$ cat src/rtl/hazard3_trigger_unit.sv
// Debug trigger unit: N mcontrol-style address-match triggers with pairwise
// chaining, sticky hit bits, CSR access through tselect/tdata1/tdata2/tinfo,
// and a registered break request held until the core acknowledges it.
// The tdata1 layout is the 32-bit one; W_DATA must be at least 32.
module hazard3_trigger_unit #(
  parameter int N_TRIGGERS = 4,
  parameter int W_DATA     = 32,
  parameter int W_ADDR     = 32,
  parameter int CHAIN_EN   = 1
) (
  input  logic              clk,
  input  logic              rst,
  input  logic [11:0]       cfg_addr,
  input  logic              cfg_wen,
  input  logic [W_DATA-1:0] cfg_wdata,
  output logic [W_DATA-1:0] cfg_rdata,
  input  logic              trig_m_en,
  input  logic              m_mode,
  input  logic              d_mode,
  input  logic              pc_vld,
  input  logic [W_ADDR-1:0] pc,
  input  logic              dmem_vld,
  input  logic              dmem_write,
  input  logic [W_ADDR-1:0] dmem_addr,
  output logic              break_req,
  output logic              break_d_mode,
  output logic [3:0]        break_idx,
  input  logic              break_ack
);

  localparam int W_TS = (N_TRIGGERS > 1) ? $clog2(N_TRIGGERS) : 1;

  localparam logic [11:0] CSR_TSELECT = 12'h7a0;
  localparam logic [11:0] CSR_TDATA1  = 12'h7a1;
  localparam logic [11:0] CSR_TDATA2  = 12'h7a2;
  localparam logic [11:0] CSR_TINFO   = 12'h7a4;

  typedef enum logic [1:0] {
    MATCH_EQ    = 2'd0,
    MATCH_NAPOT = 2'd1,
    MATCH_GE    = 2'd2,
    MATCH_LT    = 2'd3
  } match_t;

  typedef struct packed {
    logic   dmode;
    logic   action;
    logic   chain;
    match_t match;
    logic   m;
    logic   u;
    logic   execute;
    logic   store;
    logic   load;
    logic   hit;
  } trig_cfg_t;

  logic [W_TS-1:0]   tselect;
  trig_cfg_t         cfg_q    [N_TRIGGERS];
  logic [W_DATA-1:0] tdata2_q [N_TRIGGERS];

  logic [N_TRIGGERS-1:0] raw;
  logic [N_TRIGGERS-1:0] grp_all;
  logic [N_TRIGGERS-1:0] fire;
  logic [N_TRIGGERS-1:0] in_fire;
  logic                  any_fire;
  logic                  sel_d_mode;
  logic [3:0]            sel_idx;
  logic                  load_break;

  logic                  sel_valid;
  trig_cfg_t             rd_cfg;
  logic [W_DATA-1:0]     rd_tdata2;
  logic [31:0]           tdata1_word;

  logic wr_tselect;
  logic wr_tdata1;
  logic wr_tdata2;

  // Address comparison for one trigger in its configured match mode.
  // For NAPOT, t2 ^ (t2 + 1) sets bits [k:0] where k is the count of
  // trailing ones, which are exactly the address bits to ignore.
  function automatic logic addr_match(input match_t mode,
                                      input logic [W_DATA-1:0] t2,
                                      input logic [W_ADDR-1:0] a);
    logic [W_DATA-1:0] v;
    logic [W_DATA-1:0] mask;
    v    = W_DATA'(a);
    mask = t2 ^ (t2 + W_DATA'(1));
    case (mode)
      MATCH_EQ:    return v == t2;
      MATCH_NAPOT: return (v & ~mask) == (t2 & ~mask);
      MATCH_GE:    return v >= t2;
      default:     return v < t2;
    endcase
  endfunction

  assign wr_tselect = cfg_wen && (cfg_addr == CSR_TSELECT);
  assign wr_tdata1  = cfg_wen && (cfg_addr == CSR_TDATA1);
  assign wr_tdata2  = cfg_wen && (cfg_addr == CSR_TDATA2);
  assign sel_valid  = 32'(tselect) < N_TRIGGERS;

  // Match, chain grouping, firing and break prioritisation.
  always_comb begin
    // NOTE: every variable assigned here gets a value up front so that no
    // path leaves it unassigned, which would otherwise infer a latch.
    raw        = '0;
    grp_all    = '0;
    fire       = '0;
    in_fire    = '0;
    any_fire   = 1'b0;
    sel_d_mode = 1'b0;
    sel_idx    = 4'd0;

    for (int i = 0; i < N_TRIGGERS; i++) begin
      raw[i] = ((cfg_q[i].execute && pc_vld &&
                 addr_match(cfg_q[i].match, tdata2_q[i], pc)) ||
                (dmem_vld && (dmem_write ? cfg_q[i].store : cfg_q[i].load) &&
                 addr_match(cfg_q[i].match, tdata2_q[i], dmem_addr)))
               && !d_mode && (m_mode ? cfg_q[i].m : cfg_q[i].u);
    end

    // grp_all[i]: every trigger from the start of i's chain up to i matched.
    grp_all[0] = raw[0];
    for (int i = 1; i < N_TRIGGERS; i++) begin
      grp_all[i] = raw[i] && (!cfg_q[i-1].chain || grp_all[i-1]);
    end

    // Only the last member of a group (chain=0) can fire.
    for (int i = 0; i < N_TRIGGERS; i++) begin
      fire[i] = grp_all[i] && !cfg_q[i].chain &&
                (cfg_q[i].action ? cfg_q[i].dmode : trig_m_en);
    end

    // Spread a group's fire back over its members for hit-bit update.
    in_fire[N_TRIGGERS-1] = fire[N_TRIGGERS-1];
    for (int i = N_TRIGGERS - 2; i >= 0; i--) begin
      in_fire[i] = cfg_q[i].chain ? in_fire[i+1] : fire[i];
    end

    any_fire = |fire;

    // Lowest-index M-mode fire, then any D-mode fire overrides it.
    for (int i = N_TRIGGERS - 1; i >= 0; i--) begin
      if (fire[i] && !cfg_q[i].action) sel_idx = 4'(i);
    end
    for (int i = N_TRIGGERS - 1; i >= 0; i--) begin
      if (fire[i] && cfg_q[i].action) begin
        sel_idx    = 4'(i);
        sel_d_mode = 1'b1;
      end
    end
  end

  assign load_break = any_fire && (!break_req || break_ack);

  // Pending break register: loads on a fire when idle or being acked.
  always_ff @(posedge clk or posedge rst) begin
    if (rst) begin
      break_req    <= 1'b0;
      break_d_mode <= 1'b0;
      break_idx    <= 4'd0;
    end else if (load_break) begin
      // NOTE: state registers use non-blocking assignment so all flops
      // update together from the values present before the edge.
      break_req    <= 1'b1;
      break_d_mode <= sel_d_mode;
      break_idx    <= sel_idx;
    end else if (break_ack) begin
      break_req    <= 1'b0;
    end
  end

  // Trigger select register.
  always_ff @(posedge clk or posedge rst) begin
    if (rst) begin
      tselect <= '0;
    end else if (wr_tselect) begin
      tselect <= cfg_wdata[W_TS-1:0];
    end
  end

  // Per-trigger configuration and sticky hit bits.
  always_ff @(posedge clk or posedge rst) begin
    if (rst) begin
      // NOTE: the trigger array is reset element by element because its
      // contents are architectural state that must start disarmed; this keeps
      // it in flops rather than a RAM macro.
      for (int i = 0; i < N_TRIGGERS; i++) begin
        cfg_q[i]    <= '0;
        tdata2_q[i] <= '0;
      end
    end else begin
      for (int i = 0; i < N_TRIGGERS; i++) begin
        // A D-mode-only trigger is locked against writes from outside D-mode.
        if ((32'(tselect) == i) && !(cfg_q[i].dmode && !d_mode)) begin
          if (wr_tdata1) begin
            if (d_mode) cfg_q[i].dmode <= cfg_wdata[27];
            cfg_q[i].action  <= cfg_wdata[12];
            cfg_q[i].chain   <= (CHAIN_EN != 0) && (i != N_TRIGGERS - 1) &&
                                cfg_wdata[11];
            cfg_q[i].match   <= (cfg_wdata[10:9] == 2'b00) ?
                                match_t'(cfg_wdata[8:7]) : MATCH_EQ;
            cfg_q[i].m       <= cfg_wdata[6];
            cfg_q[i].u       <= cfg_wdata[3];
            cfg_q[i].execute <= cfg_wdata[2];
            cfg_q[i].store   <= cfg_wdata[1];
            cfg_q[i].load    <= cfg_wdata[0];
            if (!cfg_wdata[20]) cfg_q[i].hit <= 1'b0;
          end
          if (wr_tdata2) tdata2_q[i] <= cfg_wdata;
        end
        // Later assignment: a hardware set beats a same-cycle software clear.
        if (load_break && in_fire[i]) cfg_q[i].hit <= 1'b1;
      end
    end
  end

  // CSR read mux for the currently selected trigger.
  always_comb begin
    rd_cfg    = '0;
    rd_tdata2 = '0;
    for (int i = 0; i < N_TRIGGERS; i++) begin
      if (32'(tselect) == i) begin
        rd_cfg    = cfg_q[i];
        rd_tdata2 = tdata2_q[i];
      end
    end

    tdata1_word = {4'h2, rd_cfg.dmode, 6'd31, rd_cfg.hit, 1'b0, 1'b0, 2'b00,
                   3'b000, rd_cfg.action, rd_cfg.chain, 2'b00, rd_cfg.match,
                   rd_cfg.m, 1'b0, 1'b0, rd_cfg.u, rd_cfg.execute,
                   rd_cfg.store, rd_cfg.load};

    case (cfg_addr)
      CSR_TSELECT: cfg_rdata = W_DATA'(tselect);
      CSR_TDATA1:  cfg_rdata = sel_valid ? W_DATA'(tdata1_word) : '0;
      CSR_TDATA2:  cfg_rdata = sel_valid ? rd_tdata2 : '0;
      CSR_TINFO:   cfg_rdata = sel_valid ? W_DATA'(4) : W_DATA'(1);
      default:     cfg_rdata = '0;
    endcase
  end

endmodule

$ cat config.mk
export PLATFORM = sky130hd
export DESIGN_NAME = hazard3_trigger_unit
export DESIGN_NICKNAME = d
export VERILOG_FILES = /design/src/rtl/hazard3_trigger_unit.sv
export SDC_FILE = /design/constraint.sdc
export NUM_CORES = 1
export LEC_CHECK = 0
export BUFFER_PORTS_ARGS = -buffer_cell sky130_fd_sc_hd__clkbuf_2
export CORE_ASPECT_RATIO = 2
export CORE_MARGIN = 1
export CORE_UTILIZATION = 45
export DETAILED_ROUTE_END_ITERATION = 8
export SETUP_SLACK_MARGIN = 0.05
export SYNTH_ARGS = -nofsm -noshare
export SYNTH_HDL_FRONTEND = slang
export SYNTH_SLANG_ARGS = --single-unit
$ cat constraint.sdc
create_clock -name clk -period 17 [get_ports clk]
set_clock_uncertainty 0.1 [all_clocks]
set_input_delay 5.1 -clock clk [delete_from_list [all_inputs] [get_ports clk]]
set_output_delay 5.1 -clock clk [all_outputs]
set_load 0.01 [all_outputs]
==> results.md, run 1 <==
- Hold crit path type: reg2reg
- Hold_sp: cfg_q[0]
- Synth Flop Type: dfrtp_1
- Global-route wire length before repair: 148000 microns
- Drt drc: 0
- Fin cells: 3221
- Fin nets: 3073
- CP peak stage delay: 450 ps
- # clock sinks: 177
- Vias in the first global route: roughly 21000
- Clk pwr share: about two fifths
- Fmax achieved: 0.0810 GHz
- Initial antenna violation count: 7
- Die W: 158 microns
- Clock slew at reported path FFs: 80 ps
- Setup TNS: 0 ps
- Sequential cell area fraction in the yosys report: 20.3%
- CP Capture Type: output pin
- Comb pwr share: 21.3%
- Clock Latency Late Sink: 490 ps
- Die area: 49500 sq um
- Final setup fails: 0
- Sw Share: 35.4%
- H-tree depth: 4
- CTS tree: yes
- # IOs: ~160
- Synth cell types: 83
- CP max-delay cell: buf_4
- Largest net degree at the start of global routing: 65
- Slew at the pin closest to its max-slew limit: 1370 ps
- All-Layer GR Usage: between 40% and 50%
- Antenna viol nets, final: 0
- Number of synthesis warnings: 0
- Register bit total from synthesis: roughly 180
- Sequential share of power: about two fifths
- Status: completed
- Placed cell areas: 23500 sq um
- Final worst-path cycle share: about 73%
- Hold_buf cts: 0
- Cells after Synth: about 2400
- Fin crit period: ~12000 ps
- DRT iter0 DRCs: 1313
- Post-CTS resize count: 0
- Die Span Y: roughly 310 microns
- CTS max path bufs: 2
- DR pass1 iterations: 5
- CP Launch Point: cfg_addr[11]
- Root buffer cell: clkbuf_16
- Worst EP required: ~12000 ps
- FF-to-FF Start: tdata2_q[97]
- Mapped Area: 21900 sq um
- Max-slew headroom at the worst pin: ~7.6%
- Cell row count: 113
- VDD IR-drop max: ~0.045 mV
- Pleak: 10.7 nW
- Critical Path AT: 7150 ps
- GRT overflow: 0
- Slew Limit Fails: 0
- Post-Route WL: around 110000 microns
- Routed WL per cell: 33.0 microns
- Via density: 6.35
- Num CTS Buffers: 17
- Core area: between 40000 and 50000 sq um
- Area growth from synthesis to layout: 10.0%
- Asr flop ratio synth: 100%
- Crit Path Max Fanout: 25
- Pint: roughly 0.7 mW
- Post-CTS Setup Bufs: 0
- Detail Placement HPWL: 87600 microns
- Synthesized area per cell: a little over 9 sq um
- Critical path type: in2out
- Starting density of the core: 45.8%
- Max Cap Viol: 0
- Design area: between 20000 and 25000 sq um
- Worst setup SP type: input port
- Vias: 20500
- Psw: approximately 0.38 mW
- Power Density: between 40 and 50 nW/um^2
- Share of cells above drive strength 1: between 10% and 20%
- RSZ-0062 raised after global routing: no
- Placed Cells: 3186
- Port Buffer Count: between 150 and 200
- Final Hold Fails: 0
- Crit-path cells: clkbuf_2 > nand4b_1 > nor3b_1 > nand3_1 > nor4b_2 > buf_4 > a221oi_1 > nor2_1 > nor2_1 > a21oi_1 > clkbuf_2
- Final GP Congestion: roughly 1.1
- EDFF count, synth: 0
[synth_stat cells, drive strengths merged (4+ instances only)]
cell	instances	area, sq um
and4	9	78.8
o2111ai	6	52.6
o221ai	4	35.0
nand4	93	597
and2	23	144
nor3	36	180
a221oi	7	61.3
and3	17	109
o211ai	11	82.6
a21oi	78	390
a22oi	6	45.0
o22ai	5	43.8
a21boi	9	71.3
mux4	37	837
a31oi	7	43.8
a221o	5	50.1
a211oi	14	105
a21o	47	354
nor2	47	176
nand2	355	1330
a22o	10	87.6
mux2i	9	90.1
ha	382	4780
or3	9	61.3
mux2	171	1930
o21ai	44	220
dfrtp	177	4430
nand2b	9	56.3
nor2b	19	119
nand3	75	375
o31ai	7	52.6
xnor2	171	1500
clkbuf	16	61.3
inv	171	642
o31a	5	43.8
xor2	185	1640
nor3b	6	45.0
a2bb2oi	6	52.6
o21a	10	75.1
nor4	58	369
a2111oi	6	58.8
buf	21	87.6
[worst paths after layout]
check,to,slack [ps],cells past startpoint
min reg2reg,cfg_q[0],430,2
min,cfg_q[0],430,2
min in group asynchronous,tdata2_q[1],4540,2
max reg2reg,break_idx[0],7710,27
max,cfg_rdata[1],4650,11
max in group asynchronous,tdata2_q[52],10170,4
[state kept, by name, summed over array words and instances (netlist names)]
register / count
tdata2_q: 128
cfg_q: 43
break_req: 1
tselect: 2
break_idx: 2
break_d_mode: 1
[cell families after synthesis]
group | share of synthesized area [%]
flip-flops | 20.3
adder cells (fa/ha/maj) | 21.9
buffers and inverters | 3.62
AO/OA/AOI/OAI | 9.79
XOR/XNOR | 14.3
other | 0.0171
AND/OR/NAND/NOR | 17.1
multiplexers | 13.0
[layout make-up]
| cell class | count | area, sq um |
|---|---|---|
| diodes | 3 | 7.51 |
| well taps | 632 | 791 |
| inverters | 171 | 647 |
| fillers | 4634 | 23700 |
| multi-input cells | 2033 | 16700 |
| flip-flops and latches | 177 | 4430 |
| clock inverters | 14 | 148 |
| repair buffers | 173 | 916 |
| clock buffers | 18 | 429 |
[layout by cell type, fill, tap and decap left out, types with 7 or more instances in the layout]
cell type / instances
ha_1: 382
nand2_1: 351
xor2_1: 184
dfrtp_1: 175
xnor2_1: 171
inv_1: 170
mux2_2: 169
clkbuf_2: 153
nand4_1: 92
a21oi_1: 78
nand3_1: 75
nor4_1: 56
nor2_1: 46
a21o_1: 46
o21ai_0: 42
nor3_1: 36
mux4_2: 36
and2_1: 22
buf_4: 20
nor2b_1: 19
clkbuf_16: 17
and3_1: 15
a211oi_1: 13
o211ai_1: 11
o21a_1: 10
a22o_1: 10
nand2b_1: 9
and4_1: 9
mux2i_1: 9
or3_1: 8
a21boi_0: 8
a31oi_1: 7
a221oi_1: 7
o31ai_1: 7
[routing by layer]
layer / vias to the layer above / wire length, microns / GRT usage (%)
met2: 880 / 52800 / 77.0
li1: 9076 / - / -
met1: 10100 / 34700 / 41.2
met3: 401 / 4910 / 6.60
met5: - / 16 / 0
met4: 2 / 13800 / 46.2
[through the flow]
stage / setup slack (ps) / power [mW] / utilization, % / hold slack [ps]
after global placement: 4690 / 0.649 / 49.1 / 393
after floorplan: 4680 / 0.543 / - / 363
after CTS: 4690 / 1.07 / 50.3 / 435
after global routing: 4390 / 1.10 / 50.3 / 460
after detailed placement: 4700 / 0.652 / 49.1 / 417
final: 4650 / 1.07 / 50.4 / 431
[critical path: cells and delay by family]
kind                   cells  cell delay (ps)
buffers and inverters      3              670
and+or+nand+nor            6             1050
AOI/OAI and AO/OA          2              320
[power groups by stage]
stage / clock [mW] / combinational (mW) / sequential, mW
after floorplan: 0 / 0.113 / 0.430
after global placement: 0 / 0.218 / 0.431
after detailed placement: 0 / 0.222 / 0.431
after CTS: 0.423 / 0.223 / 0.422
after global routing: 0.438 / 0.243 / 0.422
final: 0.419 / 0.228 / 0.422
Power figures use the tool's default switching activity.
==> run 2, diff against run 1 <==
==> constraint.sdc (replaced) <==
create_clock -name clk -period 10.55 [get_ports clk]
set_clock_uncertainty 0.1 [all_clocks]
set_input_delay 3.165 -clock clk [delete_from_list [all_inputs] [get_ports clk]]
set_output_delay 3.165 -clock clk [all_outputs]
set_load 0.01 [all_outputs]
==> run 2 against run 1 <==
Compared with the run above:
- register-to-register slack got worse by 5300 ps
- sequential cell count unchanged
- first-iteration DRC count increased by 22%
- die area unchanged
- largest cell class unchanged
- clock-buffer cell count unchanged
- sequential share of layout area about the same
- final area increased by 0.11%
- power increased by 64%
- utilization increased by 0.058 points
- critical path type unchanged
- routed wire length increased by 2.8%
- worst setup slack got worse by 2600 ps
==> results.md, run 2 (synthesis gave the netlist of run 1 again) <==
- DRT iter0 DRCs: 1606 (+22%)
- Reg2reg path depth: 23 (-15%)
- Worst R2R Setup Slack: 2380 ps (-5330 ps)
- Hold crit path type: reg2reg
- # IOs: 156 (unchanged)
- DR pass1 iterations: 5 (unchanged)
- Crit Path Max Fanout: 20 (-20%)
- Pre-CTS WS: 2000 ps (-2700 ps)
- Critical path type: in2out
- H-tree depth: 4 (unchanged)
- # clock sinks: 177 (unchanged)
- Worst EP required: 7290 ps (-4510 ps)
- Critical Path AT: 5260 ps (-1890 ps)
- CP Launch Point: cfg_addr[11]
- Num CTS Buffers: 17 (unchanged)
- Final setup fails: 0 (unchanged)
- Post-CTS Setup Bufs: 0 (unchanged)
- Max-slew headroom at the worst pin: 11.1% (+3.5 points)
- Root buffer cell: clkbuf_16
- Vias in the first global route: 20800 (+0.26%)
- Global-route wire length before repair: 151000 microns (+2.3%)
- Starting density of the core: 45.8% (unchanged)
- Biggest register: tdata2_q
- CP Capture Type: output pin
- Detail Placement HPWL: 88900 microns (+1.5%)
- Commonest non-fill, non-tap cells in the layout: ha_1 (382), nand2_1 (351), xor2_1 (184)
- Met2 Use GR: 76.1% (-0.91 points)
- Worst hold slack: 420 ps (-11.0 ps)
- All-Layer GR Usage: 44.9% (+1.1 points)
- Port Buffer Count: 153 (unchanged)
- Antenna viol nets, final: 0 (unchanged)
- Worst setup SP type: input port
- Power Density: 72.7 nW/um^2 (+63%)
- Levels on crit path: 9 (-2)
- Via density: 6.38 (+0.48%)
- Commonest non-fill, non-tap cell in the layout: ha_1
- Buf+Inv Stages, Crit Path: 3 (unchanged)
- VDD IR-drop max: 0.0817 mV (+81%)
- Core area: 47800 sq um (unchanged)
- Setup TNS: 0 ps (unchanged)
- Fin util: 50.4% (+0.058 points)
- Most common cell type on the critical path: clkbuf_2
- Placed Cells: 3190 (+0.13%)
- Largest register FFs: 128 (unchanged)
- Crit-path cells: clkbuf_2 > nand4b_1 > nor3b_1 > nand3_1 > nor2_4 > buf_4 > a22oi_1 > o21ai_0 > clkbuf_2
- RSZ-0062 raised after global routing: no
- Grt peak-use layer: met2
- Slew Limit Fails: 0 (unchanged)
- Drt drc: 0 (unchanged)
- Max Cap Viol: 0 (unchanged)
- Clock Latency Late Sink: 500 ps (about the same)
- Status: completed
- Final Hold Fails: 0 (unchanged)
- Final worst-path cycle share: 80.8%
- Fin cells: 3224 (+0.093%)
- Post-Route WL: 109000 microns (+2.8%)
- Met3 GRT Util: 8.38% (+1.8 points)
- Fmax achieved: 0.117 GHz
- Fin crit period: 8530 ps
- Design area: 24100 sq um (+0.11%)
- Die Span Y: 314 microns (unchanged)
- Placed cell areas: 23500 sq um (+0.10%)
- Hold path depth: 2 (unchanged)
- Final GP Congestion: 1.06 (+1.1%)
- Cell row count: 113 (unchanged)
- CTS max path bufs: 2 (unchanged)
- GRT overflow: 0 (unchanged)
- Routed WL per cell: 33.8 microns (+2.7%)
- FF-to-FF Start: tdata2_q[71]
- Area growth from synthesis to layout: 10.1%
- Initial antenna violation count: 4 (-3)
- Pleak: 10.8 nW (+0.33%)
- CTS tree: yes
- Vias: 20600 (+0.57%)
- Hold_sp: cfg_q[22]
- Hold_buf cts: 0 (unchanged)
- CP top delay family: simple AND/OR/NAND/NOR gates
- Fin nets: 3077 (+0.13%)
- Post-CTS resize count: 0 (unchanged)
- Die W: 158 microns (unchanged)
- Share of cells above drive strength 1: 17.1% (+0.13 points)
- CP peak stage delay: 550 ps (+100 ps)
- Die area: 49500 sq um (unchanged)
- GR Layer Usage met1: 42.4% (+1.2 points)
- CP max-delay cell: nor2_4
- Largest net degree at the start of global routing: 71 (+9.2%)
- Clock slew at reported path FFs: 70 ps (about the same)
- Slew at the pin closest to its max-slew limit: 1320 ps (-50.9 ps)
- Final critical-path setup slack: 2020 ps (-2630 ps)
- Final Power: 1.75 mW (+64%)
- Biggest regs: tdata2_q x128, cfg_q x43
==> run 2: tightest hold or removal path, delay by kind of cell (launching register included) <==
family          cells  cell delay [ps]
compound gates      1               80
flops               1              350
simple gates        1               70
==> run 2: worst paths after layout <==
| kind | to |
|---|---|
| setup / recovery | cfg_rdata[0] |
| hold / removal | cfg_q[22] |
| setup reg to reg | break_d_mode |
| hold reg to reg | cfg_q[22] |
| max in group asynchronous | tdata2_q[51] |
| min in group asynchronous | tdata2_q[1] |
==> run 2: per-layer routing <==
metal / part of all wire [%] / routed length (microns)
met1: 33 / 35500
met4: 13 / 14700
met2: 48 / 52500
met5: 0.016 / 18
met3: 5.9 / 6390
==> run 2: area by class of cell <==
cell class / count / area (sq um)
fill: 4664 / 23700
clock inverter: 14 / 144
timing repair buffer: 177 / 946
inverter: 171 / 647
clock buffer: 18 / 439
tap: 632 / 791
multi-input combinational: 2033 / 16700
sequential: 177 / 4430
antenna: 2 / 5.00
==> run 2: where the power goes <==
group | total (mW) | switching (mW) | leakage [nW] | internal [mW]
sequential | 0.680 | 0.00188 | 2.47 | 0.678
clock | 0.694 | 0.353 | 0.285 | 0.341
combinational | 0.376 | 0.257 | 8.03 | 0.119
